## config.mk

```make
export PLATFORM = sky130hd
export DESIGN_NAME = ruler_search_sequencer
export DESIGN_NICKNAME = d
export VERILOG_FILES = /design/src/rtl/ruler_search_sequencer.sv
export SDC_FILE = /design/constraint.sdc
export NUM_CORES = 1
export LEC_CHECK = 0
export ABC_CLOCK_PERIOD_IN_PS = 5600
export BUFFER_PORTS_ARGS = -buffer_cell sky130_fd_sc_hd__buf_2
export CAP_MARGIN = 40
export CORE_ASPECT_RATIO = 0.8
export CORE_MARGIN = 4
export CORE_UTILIZATION = 35
export CTS_CLUSTER_SIZE = 14
export DETAILED_ROUTE_END_ITERATION = 16
export PLACE_DENSITY_LB_ADDON = 0.25
export SLEW_MARGIN = 10
export SYNTH_ARGS = -nofsm -noshare
export SYNTH_HDL_FRONTEND = slang
export SYNTH_SLANG_ARGS = --single-unit
```

## constraint.sdc

```tcl
create_clock -name clock -period 5.6 [get_ports clock]
set_clock_uncertainty 0.05 [all_clocks]
set_input_delay 0.56 -clock clock [delete_from_list [all_inputs] [get_ports clock]]
set_output_delay 0.56 -clock clock [all_outputs]
set_load 0.02 [all_outputs]
```

## src/rtl/ruler_search_sequencer.sv

```systemverilog
// Central step sequencer for the Golomb-ruler mark-counter assembly (one enabled level, one lock pulse per step).
// marks_in/best_marks pack m0 in the top PVW bits down to mNUMPOS in the bottom bits; `STEP_BUDGET_EN adds a step budget.
module ruler_search_sequencer #(
    parameter int NUMPOS   = 5,
    parameter int PVW      = 6,
    parameter int PNW      = 3,
    parameter int FIRSTVAR = 1,
    parameter int TIMEOUT  = 255
) (
    input  logic                      clock,
    input  logic                      reset,
    input  logic                      start,
    input  logic [PVW-1:0]            init_limit,
    input  logic                      step_ready,
    input  logic [PNW-1:0]            next_enabled,
    input  logic [(NUMPOS+1)*PVW-1:0] marks_in,
`ifdef STEP_BUDGET_EN
    input  logic [31:0]               step_budget,
    output logic                      aborted,
`endif
    output logic [PNW-1:0]            enabled,
    output logic                      globalready,
    output logic [PVW-1:0]            limit,
    output logic                      found,
    output logic [(NUMPOS+1)*PVW-1:0] best_marks,
    output logic                      busy,
    output logic                      done,
    output logic                      error,
    output logic [31:0]               step_count
);
    localparam int TW = $clog2(TIMEOUT + 1);
    localparam int MW = (NUMPOS + 1) * PVW;
    localparam logic [PNW-1:0] LVL_ZERO  = PNW'(0);
    localparam logic [PNW-1:0] LVL_LAST  = PNW'(NUMPOS);
    localparam logic [PNW-1:0] LVL_FULL  = PNW'(NUMPOS + 1);
    localparam logic [PNW-1:0] LVL_FIRST = PNW'(FIRSTVAR);
    localparam logic [TW-1:0]  TMO_LIMIT = TW'(TIMEOUT);

    typedef enum logic [2:0] {
        ST_IDLE  = 3'd0,
        ST_ARM   = 3'd1,
        ST_ISSUE = 3'd2,
        ST_WAIT  = 3'd3,
        ST_EVAL  = 3'd4,
        ST_DONE  = 3'd5,
        ST_ERROR = 3'd6
    } state_t;

    state_t         state_q, state_d;
    logic [PNW-1:0] enabled_q, enabled_d;
    logic           globalready_q, globalready_d;
    logic [PVW-1:0] limit_q, limit_d;
    logic           found_q, found_d;
    logic [MW-1:0]  best_marks_q, best_marks_d;
    logic           busy_q, busy_d;
    logic           done_q, done_d;
    logic           error_q, error_d;
    logic [31:0]    step_count_q, step_count_d;
    logic [TW-1:0]  tmo_q, tmo_d;
    logic [TW-1:0]  tmo_inc_s;
`ifdef STEP_BUDGET_EN
    logic [31:0]    budget_q, budget_d;
    logic           aborted_q, aborted_d;
`endif

    assign tmo_inc_s = tmo_q + TW'(1);

    // Next-state and registered-output computation for the step handshake sequencer.
    always_comb begin
        state_d       = state_q;
        enabled_d     = enabled_q;
        globalready_d = globalready_q;
        limit_d       = limit_q;
        found_d       = 1'b0;
        best_marks_d  = best_marks_q;
        busy_d        = busy_q;
        done_d        = done_q;
        error_d       = error_q;
        step_count_d  = step_count_q;
        tmo_d         = tmo_q;
`ifdef STEP_BUDGET_EN
        budget_d      = budget_q;
        aborted_d     = aborted_q;
`endif
        case (state_q)
            ST_IDLE, ST_DONE, ST_ERROR: begin
                if (start) begin
                    limit_d       = init_limit;
                    enabled_d     = LVL_FIRST;
                    globalready_d = 1'b0;
                    best_marks_d  = '0;
                    step_count_d  = 32'd0;
                    done_d        = 1'b0;
                    error_d       = 1'b0;
                    busy_d        = 1'b1;
                    tmo_d         = '0;
`ifdef STEP_BUDGET_EN
                    budget_d      = step_budget;
                    aborted_d     = 1'b0;
`endif
                    state_d       = ST_ARM;
                end else begin
                    state_d = state_q;
                end
            end
            ST_ARM: begin
                // The lock was low for this whole cycle; raise it for the issue phase.
                globalready_d = 1'b1;
                state_d       = ST_ISSUE;
            end
            ST_ISSUE: begin
                if (tmo_inc_s == TMO_LIMIT) begin
                    globalready_d = 1'b0;
                    error_d       = 1'b1;
                    busy_d        = 1'b0;
                    state_d       = ST_ERROR;
                end else if (!step_ready) begin
                    globalready_d = 1'b0;
                    tmo_d         = tmo_inc_s;
                    state_d       = ST_WAIT;
                end else begin
                    tmo_d = tmo_inc_s;
                end
            end
            ST_WAIT: begin
                if (tmo_inc_s == TMO_LIMIT) begin
                    error_d = 1'b1;
                    busy_d  = 1'b0;
                    state_d = ST_ERROR;
                end else if (step_ready) begin
                    step_count_d = (step_count_q == 32'hFFFF_FFFF) ? step_count_q : step_count_q + 32'd1;
                    state_d      = ST_EVAL;
                end else begin
                    tmo_d = tmo_inc_s;
                end
            end
            ST_EVAL: begin
                if (next_enabled == LVL_FULL) begin
                    best_marks_d = marks_in;
                    limit_d      = marks_in[PVW-1:0];
                    found_d      = 1'b1;
                    enabled_d    = LVL_LAST;
                    tmo_d        = '0;
                    state_d      = ST_ARM;
                end else if (next_enabled == LVL_ZERO) begin
                    enabled_d = LVL_ZERO;
                    done_d    = 1'b1;
                    busy_d    = 1'b0;
                    state_d   = ST_DONE;
                end else if (next_enabled > LVL_FULL) begin
                    error_d = 1'b1;
                    busy_d  = 1'b0;
                    state_d = ST_ERROR;
                end else begin
                    enabled_d = next_enabled;
                    tmo_d     = '0;
                    state_d   = ST_ARM;
                end
`ifdef STEP_BUDGET_EN
                // A spent budget ends the search but keeps any ruler captured in this very step.
                if ((state_d == ST_ARM) && (budget_q != 32'd0) && (step_count_q == budget_q)) begin
                    aborted_d = 1'b1;
                    done_d    = 1'b1;
                    busy_d    = 1'b0;
                    state_d   = ST_DONE;
                end else begin
                    aborted_d = aborted_q;
                end
`endif
            end
            default: begin
                state_d = ST_IDLE;
            end
        endcase
    end

    // State and output registers; reset aborts any search in progress.
    always_ff @(posedge clock or negedge reset) begin
        if (!reset) begin
            state_q       <= ST_IDLE;
            enabled_q     <= '0;
            globalready_q <= 1'b0;
            limit_q       <= '0;
            found_q       <= 1'b0;
            best_marks_q  <= '0;
            busy_q        <= 1'b0;
            done_q        <= 1'b0;
            error_q       <= 1'b0;
            step_count_q  <= 32'd0;
            tmo_q         <= '0;
`ifdef STEP_BUDGET_EN
            budget_q      <= 32'd0;
            aborted_q     <= 1'b0;
`endif
        end else begin
            state_q       <= state_d;
            enabled_q     <= enabled_d;
            globalready_q <= globalready_d;
            limit_q       <= limit_d;
            found_q       <= found_d;
            best_marks_q  <= best_marks_d;
            busy_q        <= busy_d;
            done_q        <= done_d;
            error_q       <= error_d;
            step_count_q  <= step_count_d;
            tmo_q         <= tmo_d;
`ifdef STEP_BUDGET_EN
            budget_q      <= budget_d;
            aborted_q     <= aborted_d;
`endif
        end
    end

    assign enabled     = enabled_q;
    assign globalready = globalready_q;
    assign limit       = limit_q;
    assign found       = found_q;
    assign best_marks  = best_marks_q;
    assign busy        = busy_q;
    assign done        = done_q;
    assign error       = error_q;
    assign step_count  = step_count_q;
`ifdef STEP_BUDGET_EN
    assign aborted     = aborted_q;
`endif

endmodule

```

==> impl_results.md <==
- Status: completed
- Synthesis-to-layout area growth: 24.1%
- Setup crit end: tmo_q[2]
- Final hold viol count: 0
- Tot GR Track Use: 0.168
- Max FO, Critical Path: 24
- Tmin final: 3.03 ns
- Yosys top cell area share: 0.492
- CP Launch Point: state_q[0]
- Yosys warnings: 0
- Initial antenna violation count: 0
- Pins over their slew limit: 0
- Grt ovf: 0
- Clk Latency, worst-skew pair: 0.34 ns
- Final RePlAce weighted congestion: 0.857
- Compound-gate portion of the synthesized area: 0.252
- Synth Area per Inst: 9.54 µm²
- Setup slack, reg-to-reg: 2.57 ns
- PD cells: 430 nW/µm²
- Clock tree sinks: 93
- #FFs+latches synth: 93
- IO Count: 131
- Adder-cell share of the synthesized area: 0.0122
- Post-synth EDFFs: 0
- Worst Setup Start Kind: register
- Number of global-route vias before repair: 4223
- DP HPWL: 9360 µm
- Via density: 5.52
- First-pass GRT wire length: 21900 µm
- Fill count: 1284
- Critical path class: reg2reg
- Maximum capacitance violations: 0
- Fin cells: 793
- Fin crit share: 0.541
- Std cell rows: 37
- Critical Path End Type: register
- Worst min-delay path class: in2async
- Max Freq: 330 MHz
- Cts hold-fix bufs: 0
- Final ANT Viol Nets: 0
- Worst Reg2Reg Path Length in Cells: 5
- Sequential element share of the synthesized area: 0.492
- Syn nets: 549
- Post-synthesis cell area: 4730 µm²
- First-pass DRT Iterations: 5
- Peak supply drop: 0.000180 V
- Worst r2r src: state_q[0]
- Pre-CTS setup slack: 2.59 ns
- Total CTS buffers: 9
- Chip width: 138 µm
- RR Endpoint: tmo_q[2]
- Dominant cell type by area after synthesis: dfrtp_1
- Die Ht: 112 µm
- Placed Cells incl. Taps: 777
- Clock-pin slew on the worst setup and hold paths: 0.07 ns
- Nets@finish: 666
- Drt wl/cell: 16.5 µm
- Drc violations: 0
- Clk buf depth: 2
- CTS H-tree lvls: 3
- Setup ws final: 2.57 ns
- Diode count: 0
- CTS tree: yes
- CORE AREA: 13100 µm²
- Sum Neg Setup Slack: 0 ns
- Vias: 4375
- Syn Inst Count: 496
- IO buf count: 130
- Simple-gate share of the synthesized area: 0.194
- Primary FF master, synth: dfrtp_1
- Clk root buf: clkbuf_16
- Post-synthesis mux area share: 0.00661
- WHS: 0.0670 ns
- Rel. slew slack: 0.479
- RSZ-0062 raised after global routing: no
- Data arrival time of the worst path: 3.21 ns
- DRT iter0 DRCs: 309
- Synth Area in XOR/XNOR: 0.00555
- Die ar.: 15500 µm²
- Largest net degree at the start of global routing: 63
- Final WL: 13100 µm
- Final setup fails: 0
- Req. time, crit path: 5.78 ns
- Post-CTS Resized: 0
- Leakage power: 2.83 nW
- Post-CTS setup buffers: 0
- Most frequent cells after synthesis: dfrtp_1, o21ai_0, nand2_1, nor2_1, a22o_1
- Layout cell share with drive strength beyond 1: 0.270
- Top-count cell post-synth: dfrtp_1
- Dominant combinational cell family by area after synthesis: compound AO/OA/AOI/OAI gates
- Starting Density: 0.362
- Area contributors post-synth: dfrtp_1, o21ai_0, a22o_1, nand2_1, nor2_1
- Post-synthesis cell type count: 65
- Actual slew at the worst max-slew pin: 0.781 ns
- Fraction of registers with async set/reset: 1.00
[cell usage in the layout, fill, tap and decap left out, drive strengths merged, types with 2 or more instances in the layout]
master / count
inv: 8
nand3: 24
xor2: 3
mux2i: 2
o21ai: 84
a31oi: 14
a21oi: 20
a21boi: 8
buf: 136
nand4: 21
ha: 3
or3: 2
and2: 6
clkbuf: 9
nor4: 5
nand3b: 2
a22o: 32
bufinv: 2
nand2b: 8
nor2b: 3
nor2: 35
dfrtp: 93
o31ai: 7
nor3: 5
nand2: 45
clkinv: 4
o211ai: 2
and3: 10
[power breakdown]
group | total [mW] | switching [mW] | leakage [nW] | internal (mW)
Combinational | 0.959 | 0.613 | 1.40 | 0.346
Sequential | 0.900 | 0.127 | 1.27 | 0.773
Clock | 0.666 | 0.272 | 0.160 | 0.394
[cell families (layout without fill, tap and decap cells)]
family	Yosys count	after routing
compound gates	182	182
xor+xnor	3	3
fa+ha+maj	4	4
buf+inv	38	160
flops	93	93
mux	3	3
simple gates	173	173
[worst max-delay path, cell delays in order (launching register included)]
cell	delay, ns
dfrtp_1	0.85
clkinv_1	0.43
fa_1	0.62
o31ai_4	0.37
o2111ai_4	0.25
a221o_1	0.34
[per-layer routing]
layer  part of all wire  track usage  vias to the layer above
met5                  0            0                        -
met4              0.014       0.0487                        0
met3              0.044       0.0395                       15
met2               0.47        0.266                      124
met1               0.47        0.232                     2143
li1                   -            -                     2093
[metrics by stage]
| stage | instance area, µm² | total power [mW] | util |
|---|---|---|---|
| after detailed placement | 5550 | 1.87 | 0.425 |
| after global placement | 5490 | 1.81 | 0.420 |
| after CTS | 5870 | 2.55 | 0.450 |
| after floorplan | 4730 | 1.59 | - |
| after global routing | 5870 | 2.69 | 0.450 |
| final | 5870 | 2.52 | 0.450 |
[area by class of cell]
type | count | area (µm²) | share of cell area
inverter | 7 | 26.3 | 0.00447
multi-input combinational | 365 | 2230 | 0.380
clock inverter | 7 | 96.3 | 0.0164
sequential | 93 | 2330 | 0.396
timing repair buffer | 137 | 748 | 0.127
clock buffer | 9 | 225 | 0.0384
tap | 175 | 219 | 0.0373
[registers in the layout, indices dropped and copies added (netlist names)]
name         flops
best_marks      36
busy             1
done             1
enabled          3
error            1
found            1
globalready      1
limit            6
state_q          3
step_count      32
tmo_q            8
[worst min-delay path by stage]
stage / startpoint / endpoint / slack (ns) / cells past startpoint
CTS: reset / step_count[9] / 0.08 / 1
floorplan: reset / best_marks[0] / 0.21 / 0
finish: reset / step_count[9] / 0.07 / 1
global route: reset / step_count[9] / 0.09 / 1
detailed placement: done / done / 0.42 / 2
global placement: limit[3] / limit[3] / 0.41 / 2
Note: power is estimated with default switching activity, not from simulation.
